==> config.mk <==
export PLATFORM = sky130hd
export DESIGN_NAME = signed_mac_pipe_flat
export DESIGN_NICKNAME = d
export VERILOG_FILES = /design/src/rtl/signed_mac_pipe_if.sv /design/src/rtl/signed_mac_pipe.sv /design/src/flat_wrapper.sv
export SDC_FILE = /design/constraint.sdc
export NUM_CORES = 1
export LEC_CHECK = 0
export CORE_MARGIN = 2
export CORE_UTILIZATION = 67
export CTS_CLUSTER_DIAMETER = 60
export DETAILED_ROUTE_END_ITERATION = 7
export PLACE_DENSITY = 0.86
export SLEW_MARGIN = 20
export SYNTH_ARGS = -nofsm -noshare
export SYNTH_HDL_FRONTEND = slang
export SYNTH_SLANG_ARGS = --single-unit
==> constraint.sdc <==
create_clock -name CLK -period 15.2 [get_ports CLK]
set_input_delay 3.04 -clock CLK [delete_from_list [all_inputs] [get_ports CLK]]
set_output_delay 3.04 -clock CLK [all_outputs]
set_load 0.03 [all_outputs]
==> src/rtl/signed_mac_pipe_if.sv <==
// Operand/result handshake bundle for signed_mac_pipe.
// The master side feeds operands and accepts results; the slave side is the MAC.
interface signed_mac_pipe_if #(
   parameter int IN_WIDTH  = 16,
   parameter int OUT_WIDTH = 2*IN_WIDTH
);
   logic                        in_valid;
   logic                        in_ready;
   logic                        in_first;
   logic                        in_last;
   logic signed [IN_WIDTH-1:0]  in0;
   logic signed [IN_WIDTH-1:0]  in1;
   logic                        out_valid;
   logic                        out_ready;
   logic signed [OUT_WIDTH-1:0] out_data;
   logic                        out_sat;

   modport master (
      output in_valid, in_first, in_last, in0, in1, out_ready,
      input  in_ready, out_valid, out_data, out_sat
   );

   modport slave (
      input  in_valid, in_first, in_last, in0, in1, out_ready,
      output in_ready, out_valid, out_data, out_sat
   );
endinterface

==> src/rtl/signed_mac_pipe.sv <==
// Three-stage signed multiply-accumulate: magnitudes, product, accumulate/emit.
// Define SIGNED_MAC_SAT_EN to saturate the result to OUT_WIDTH (else it wraps).
module signed_mac_pipe #(
   parameter int IN_WIDTH   = 16,
   parameter int GUARD_BITS = 8,
   parameter int OUT_WIDTH  = 2*IN_WIDTH
) (
   input  logic             CLK,
   input  logic             rst_n,
   signed_mac_pipe_if.slave bus
);
   localparam int PROD_W    = 2*IN_WIDTH;
   localparam int ACC_WIDTH = PROD_W + GUARD_BITS;

   function automatic logic [IN_WIDTH-1:0] mag(input logic [IN_WIDTH-1:0] v);
      // -2^(IN_WIDTH-1) negates to itself, which read unsigned is the right magnitude
      return v[IN_WIDTH-1] ? IN_WIDTH'(~v + 1'b1) : v;
   endfunction

   logic                        stall;
   logic [2:1]                  vld_pipe;
   logic [IN_WIDTH-1:0]         s1_mag0, s1_mag1;
   logic                        s1_sgn, s1_first, s1_last;
   logic [PROD_W-1:0]           mprod;
   logic signed [PROD_W-1:0]    s2_prod;
   logic                        s2_first, s2_last;
   logic signed [ACC_WIDTH-1:0] acc, acc_next;
   logic [OUT_WIDTH-1:0]        conv;
   logic                        clip;
   logic                        out_valid_q, out_sat_q;
   logic [OUT_WIDTH-1:0]        out_data_q;

   assign stall         = out_valid_q & ~bus.out_ready;
   assign bus.in_ready  = ~stall;
   assign bus.out_valid = out_valid_q;
   assign bus.out_data  = out_data_q;
   assign bus.out_sat   = out_sat_q;

   assign mprod = PROD_W'(s1_mag0) * PROD_W'(s1_mag1);

   always_comb begin
      acc_next = (s2_first ? '0 : acc) + ACC_WIDTH'(s2_prod);
`ifdef SIGNED_MAC_SAT_EN
      // In range only when every bit from OUT_WIDTH-1 upward equals the sign
      clip = ~((&acc_next[ACC_WIDTH-1:OUT_WIDTH-1]) | ~(|acc_next[ACC_WIDTH-1:OUT_WIDTH-1]));
      if (!clip)
         conv = acc_next[OUT_WIDTH-1:0];
      else if (acc_next[ACC_WIDTH-1])
         conv = {1'b1, {(OUT_WIDTH-1){1'b0}}};
      else
         conv = {1'b0, {(OUT_WIDTH-1){1'b1}}};
`else
      clip = 1'b0;
      conv = acc_next[OUT_WIDTH-1:0];
`endif
   end

   always_ff @(posedge CLK or negedge rst_n) begin
      if (!rst_n) begin
         vld_pipe    <= '0;
         s1_mag0     <= '0;
         s1_mag1     <= '0;
         s1_sgn      <= 1'b0;
         s1_first    <= 1'b0;
         s1_last     <= 1'b0;
         s2_prod     <= '0;
         s2_first    <= 1'b0;
         s2_last     <= 1'b0;
         acc         <= '0;
         out_valid_q <= 1'b0;
         out_data_q  <= '0;
         out_sat_q   <= 1'b0;
      end else if (!stall) begin
         vld_pipe <= {vld_pipe[1], bus.in_valid};
         s1_mag0  <= mag(bus.in0);
         s1_mag1  <= mag(bus.in1);
         s1_sgn   <= bus.in0[IN_WIDTH-1] ^ bus.in1[IN_WIDTH-1];
         s1_first <= bus.in_first;
         s1_last  <= bus.in_last;
         s2_prod  <= s1_sgn ? -mprod : mprod;
         s2_first <= s1_first;
         s2_last  <= s1_last;
         if (vld_pipe[2])
            acc <= acc_next;
         // Not stalled means the held result (if any) was taken this cycle
         if (vld_pipe[2] && s2_last) begin
            out_valid_q <= 1'b1;
            out_data_q  <= conv;
            out_sat_q   <= clip;
         end else begin
            out_valid_q <= 1'b0;
         end
      end
   end
endmodule

==> src/flat_wrapper.sv <==
// flat-port wrapper written by rule: the top's interface ports become plain ports
module signed_mac_pipe_flat 
#(
   parameter int IN_WIDTH   = 16,
   parameter int GUARD_BITS = 8,
   parameter int OUT_WIDTH  = 2*IN_WIDTH
)
  (CLK, rst_n, bus_in_valid, bus_in_first, bus_in_last, bus_in0, bus_in1, bus_out_ready, bus_in_ready, bus_out_valid, bus_out_data, bus_out_sat);
  signed_mac_pipe_if #(.IN_WIDTH(IN_WIDTH), .OUT_WIDTH(OUT_WIDTH)) bus_i ();
  input  logic CLK;
  input  logic rst_n;
  input wire logic [$bits(bus_i.in_valid)-1:0] bus_in_valid;
  input wire logic [$bits(bus_i.in_first)-1:0] bus_in_first;
  input wire logic [$bits(bus_i.in_last)-1:0] bus_in_last;
  input wire logic [$bits(bus_i.in0)-1:0] bus_in0;
  input wire logic [$bits(bus_i.in1)-1:0] bus_in1;
  input wire logic [$bits(bus_i.out_ready)-1:0] bus_out_ready;
  output wire logic [$bits(bus_i.in_ready)-1:0] bus_in_ready;
  output wire logic [$bits(bus_i.out_valid)-1:0] bus_out_valid;
  output wire logic [$bits(bus_i.out_data)-1:0] bus_out_data;
  output wire logic [$bits(bus_i.out_sat)-1:0] bus_out_sat;
  assign bus_i.in_valid = bus_in_valid;
  assign bus_i.in_first = bus_in_first;
  assign bus_i.in_last = bus_in_last;
  assign bus_i.in0 = bus_in0;
  assign bus_i.in1 = bus_in1;
  assign bus_i.out_ready = bus_out_ready;
  assign bus_in_ready = bus_i.in_ready;
  assign bus_out_valid = bus_i.out_valid;
  assign bus_out_data = bus_i.out_data;
  assign bus_out_sat = bus_i.out_sat;
  signed_mac_pipe #(.IN_WIDTH(IN_WIDTH), .GUARD_BITS(GUARD_BITS), .OUT_WIDTH(OUT_WIDTH)) u_core (.CLK(CLK), .rst_n(rst_n), .bus(bus_i));
endmodule
Word level (Yosys, flattened, before mapping)
Cells that the tools add are included.
W data, S select, Z words.
{"block": "word_totals", "reg_bits": 144, "inputBits": 38, "out_inout_bits": 35}
{"block": "op_classes", "addsub": 4, "n_mul": 1, "mux": 5, "bitwise_logic": 6, "reduce_logical": 3}
{"cell": "$add A40 B40 Y40", "count": 1}
{"cell": "$mux W40", "count": 1}
{"cell": "$add A16 B1 Y16 const B", "count": 2}
{"cell": "$mul A16 B16 Y32", "count": 1}
{"cell": "$mux W16", "count": 2}
{"cell": "$mux W32", "count": 1}
{"cell": "$neg A32 Y32", "count": 1}
{"cell": "$not A16 Y16", "count": 2}
{"cell": "$reduce_and A2 Y1", "count": 2}
{"cell": "$not A1 Y1", "count": 2}
{"cell": "$and A1 B1 Y1", "count": 1}
{"cell": "$logic_and A1 B1 Y1", "count": 1}
{"cell": "$mux W1", "count": 1}
{"cell": "$xor A1 B1 Y1", "count": 1}

Longest topological paths before layout
{"block": "depth", "depth_word": 4, "ltp_mapped": 26, "depth_no_buf": 24}

Least setup slack after synthesis
No wires, ideal clock.
{"block": "synth_timing", "path_kind": "register to register", "startpoint": "register u_core.s1_mag1[9]", "endpoint": "register u_core.s2_prod[25]", "setup_ns": 0.130, "t_arrival_ns": 7.049, "required_time_ns": 15.070, "setup_slack_ns": 8.021, "stages_incl_launch_ff": 25, "path_buffers": 2, "synth_period_minus_slack_ns": 7.179, "cell_sequence": "dfrtp_1 -> clkbuf_1 -> clkbuf_1 -> nand2_1 -> fa_1 -> inv_1 -> fa_1 -> inv_1 -> fa_1 -> inv_1 -> fa_1 -> fa_1 -> inv_1 -> fa_1 -> inv_1 -> ha_1 -> a21oi_1 -> o21ai_0 -> or3_1 -> a2111o_1 -> or4_4 -> or3_2 -> o21ai_1 -> xor2_1 -> o21ai_1"}
{"block": "synth_between", "elab_chain_cells": 3}
{"item": "start, declared", "line": "signed_mac_pipe.sv:22", "text": "logic [IN_WIDTH-1:0] s1_mag0, s1_mag1;"}
{"item": "start signal, assigned", "line": "signed_mac_pipe.sv:76", "text": "s1_mag1 <= mag(bus.in1);"}
{"item": "$mul A16 B16 Y32 *", "line": "signed_mac_pipe.sv:39", "text": "assign mprod = PROD_W'(s1_mag0) * PROD_W'(s1_mag1);"}
{"item": "$neg A32 Y32", "line": "signed_mac_pipe.sv:80", "text": "s2_prod <= s1_sgn ? -mprod : mprod;"}
{"item": "$mux W32 *", "line": "signed_mac_pipe.sv:80"}
{"item": "end signal, assigned", "line": "signed_mac_pipe.sv:80"}
{"item": "end, declared", "line": "signed_mac_pipe.sv:25", "text": "logic signed [PROD_W-1:0] s2_prod;"}
Every way passes the cells marked *; elsewhere a longest branch is shown, timed or not.
A chain may end at the register's enable or synchronous reset.

Worst setup path after layout
{"block": "layout_timing", "startpoint": "register u_core.s1_mag0[0]", "endpoint": "register u_core.s2_prod[30]"}
{"block": "layout_between", "elab_chain_cells": 3}
{"item": "start, declared", "line": "signed_mac_pipe.sv:22"}
{"item": "start signal, assigned", "line": "signed_mac_pipe.sv:75", "text": "s1_mag0 <= mag(bus.in0);"}
{"item": "$mul A16 B16 Y32 *", "line": "signed_mac_pipe.sv:39"}
{"item": "$neg A32 Y32", "line": "signed_mac_pipe.sv:80"}
{"item": "$mux W32 *", "line": "signed_mac_pipe.sv:80"}
Marked as above.

==> impl_metrics.tcl <==
set metrics [dict create \
    wl_per_cell_um 18.20 \
    cts_sinks 136 \
    clock_path_buffers 2 \
    numPortBuffers 71 \
    grt.total_usage 0.3291 \
    max_stage_delay_ps 920 \
    synth-simple-area-share 0.1740 \
    worst_pin_slew_ps 1043 \
    core-area_um2 24320 \
    postCtsSetupBuffers 0 \
    async_flop_share 1.000 \
    grt_pass1_vias 14370 \
    grt.overflow.total 0 \
    final_area_um2 18090 \
    synth_seq_area_share 0.2045 \
    cts_resized 0 \
    synth.area.mux_share 0.03946 \
    outcome "finished clean" \
    diodes 0 \
    antenna_found_initial 0 \
    htree_levels 4 \
    gp_congestion 0.9471 \
    rsz0062_at_grt "false" \
    drtAntennaViolNets 0 \
    fin_nets 2252 \
    synth-compound-area-share 0.1109 \
    cts_tree "yes" \
    drc 0 \
    min_period_ps 7869 \
    synth_cell_types 75 \
    startpoint_type "flip-flop" \
    drt_pass1_iterations 5 \
    fin_tns_setup_ps 0 \
    die_height_um 161.6 \
    skew_ps 15.12 \
    grt_max_degree 70 \
    clkTransAtPathRegs_ps 70 \
    chipWidth_um 161.6 \
    rows 57 \
    crit_slowest_cell "a2111oi_0" \
    place_area_um2 17480 \
    die_area_um2 26120 \
    critPathArrivalTime_ps 8190 \
    synth_xor_area_frac 0.05472 \
    maxSlewViolCount 0 \
    setup_viol 0 \
    synth_edf_count 0 \
    cp-end-kind "flip-flop" \
    cts_inserted_buffers 17 \
    fillerInstances 1728 \
    dp_hpwl_um 29460 \
    area_delta_synth_final_pct 8.698 \
    syn_area_um2 16640 \
    synth_top_family_by_area "adder cells" \
    synth_seq_cells 136 \
    cpMostUsedCell "fa_1" \
    hold_buffers 0 \
    routed_wl_um 40360 \
    synth.avg_cell_area_um2 8.963 \
    maxCapViolations 0 \
    max_freq_ghz 0.1271 \
    drt_iter0_drc 1065 \
    vias 13330 \
    timing.slew.headroom 0.2864 \
    syn-instance-count 1857 \
    synth_fa_ha_area_frac 0.3383 \
    period_share 0.5177 \
    required_ps 15520 \
    avgViaCountPerCell 6.009 \
    io_pins 73 \
    cts-root-buf "clkbuf_16" \
    synth_nets 2228 \
    crit_chain "nand2_1, fa_1, fa_1, inv_1, fa_1, fa_1, fa_1, inv_1, fa_1, inv_1, ha_1, nand2_1, nor4_1, a211o_2, mux2i_1, a2111oi_0, or4_1, nor3_1, a31oi_1, xnor2_1, mux2_2" \
    yosys_warnings 0 \
    start_util 0.6844 \
    hold_class "reg2reg" \
    synthFlopType "dfrtp_1" \
    drive_gt1_frac 0.06494 \
    grt_pass1_wl_um 68430 \
    critPathKind "reg2reg" \
    clock_latency_ps 430 \
    hold_viol_final 0 \
    path_max_fanout 18 \
]
==> cell families (layout without fill, tap and decap cells) <==
group,count (synthesis),after routing
fa+ha+maj,333,333
simple gates,600,600
compound gates,298,298
xor+xnor,104,104
buf+inv,326,363
other cells,1,1
flops,136,136
mux,59,59
==> critical path: cells and delay by family (launching register included) <==
kind | cells | cell delay [ps]
fa+ha+maj | 7 | 3580
compound gates | 3 | 1380
simple gates | 5 | 1340
flops | 1 | 870
mux | 2 | 310
buf+inv | 3 | 170
xor+xnor | 1 | 90
==> path summary, 6_finish.rpt <==
| kind | start | to | depth (start not counted) | slack (ps) |
|---|---|---|---|---|
| worst max-delay path | u_core.s1_mag0[0]$_DFFE_PN0N_ | u_core.s2_prod[30]$_DFFE_PN0N_ | 21 | 7330 |
| worst min-delay path | u_core.s1_first$_DFFE_PN0N_ | u_core.s1_first$_DFFE_PN0N_ | 2 | 470 |
| worst max register to register | u_core.s1_mag0[0]$_DFFE_PN0N_ | u_core.s2_prod[30]$_DFFE_PN0N_ | 21 | 7330 |
| worst min register to register | u_core.s1_first$_DFFE_PN0N_ | u_core.s1_first$_DFFE_PN0N_ | 2 | 470 |
| max in group asynchronous | rst_n | u_core.s1_mag0[2]$_DFFE_PN0N_ | 2 | 11220 |
| min in group asynchronous | rst_n | u_core.acc[5]$_DFFE_PN0P_ | 1 | 2590 |
==> layout by cell type (no fill, tap or decap), types with 4 or more instances in the layout <==
| cell | Yosys | routed |
|---|---|---|
| a21oi_1 | 72 | 72 |
| mux2i_1 | 6 | 6 |
| a21o_1 | 26 | 26 |
| nand4_1 | 12 | 12 |
| and3_1 | 7 | 7 |
| buf_4 | 3 | 8 |
| or4_1 | 6 | 6 |
| o22ai_1 | 4 | 4 |
| nand3_1 | 10 | 10 |
| mux2_2 | 53 | 53 |
| o21ai_1 | 6 | 6 |
| ha_1 | 138 | 138 |
| or3_1 | 10 | 10 |
| o31ai_1 | 14 | 14 |
| o21ai_0 | 104 | 104 |
| nor2_1 | 62 | 62 |
| a31oi_1 | 14 | 14 |
| xor2_1 | 54 | 54 |
| dfrtp_1 | 136 | 136 |
| xnor2_1 | 50 | 50 |
| inv_1 | 252 | 251 |
| a211oi_1 | 7 | 7 |
| nor2b_1 | 39 | 38 |
| a21boi_0 | 6 | 6 |
| o21a_1 | 11 | 11 |
| fa_1 | 195 | 195 |
| nand2b_1 | 10 | 10 |
| inv_8 | 0 | 5 |
| clkdlybuf4s50_1 | 0 | 70 |
| and2_1 | 115 | 115 |
| clkbuf_16 | 0 | 17 |
| nor3_1 | 16 | 16 |
| nand2_1 | 288 | 288 |
| or2_2 | 5 | 5 |
==> layer usage <==
layer	track usage	vias to the layer above	wire [um]
met3	0.05624	174	2863
li1	-	6031	-
met1	0.3973	6563	15320
met2	0.5662	559	20020
met5	0	-	0
met4	0.1770	0	2152
==> registers in the layout (all words and copies together), names as in the netlist <==
signal	flops
u_core.s1_last	1
u_core.s1_mag0	16
u_core.bus.out_data	32
u_core.s1_mag1	16
u_core.s1_sgn	1
u_core.bus.out_valid	1
u_core.acc	32
u_core.s2_prod	32
u_core.s2_last	1
u_core.s1_first	1
u_core.vld_pipe	2
u_core.s2_first	1
==> cell usage after synthesis (3+ instances only) <==
cell type	n	area [um^2]
a211oi_1	7	52.55
a211oi_2	3	37.54
a21boi_0	6	45.04
a21o_1	26	195.2
a21oi_1	72	360.4
a31oi_1	14	87.58
a41oi_1	3	26.28
and2_1	115	719.4
and3_1	7	43.79
buf_4	3	22.52
buf_6	3	33.78
clkbuf_1	62	232.7
clkbuf_8	4	55.05
dfrtp_1	136	3403
fa_1	195	3904
ha_1	138	1727
inv_1	252	945.9
mux2_2	53	596.8
mux2i_1	6	60.06
nand2_1	288	1081
nand2b_1	10	62.56
nand3_1	10	50.05
nand4_1	12	75.07
nor2_1	62	232.7
nor2b_1	39	244.0
nor3_1	16	80.08
o21a_1	11	82.58
o21ai_0	104	520.5
o21ai_1	6	30.03
o22ai_1	4	25.02
o31ai_1	14	105.1
o41ai_1	3	26.28
or2_2	5	31.28
or3_1	10	62.56
or4_1	6	45.04
xnor2_1	50	437.9
xor2_1	54	473.0
==> per-stage QoR <==
step	hold slack, ps	setup slack (ps)	util	std cells
finish	471.1	7331	0.7439	2218
global route	493.4	7055	0.7439	2218
global placement	455.4	7505	0.7187	2186
detailed placement	458.8	7492	0.7187	2186
floorplan	438.4	8021	-	1857
CTS	473.8	7474	0.7439	2218
==> area by class of cell <==
class / instances / area (um^2) / area share
Inverter: 252 / 945.9 / 0.05228
Clock inverter: 14 / 175.2 / 0.009682
Sequential cell: 136 / 3403 / 0.1881
Clock buffer: 18 / 439.2 / 0.02427
Tap cell: 324 / 405.4 / 0.02241
Timing Repair Buffer: 79 / 772.0 / 0.04267
Multi-Input combinational cell: 1395 / 11950 / 0.6606
Power is not shown: default switching activity piles up to over one toggle a cycle in this logic, so the estimate is an artifact.
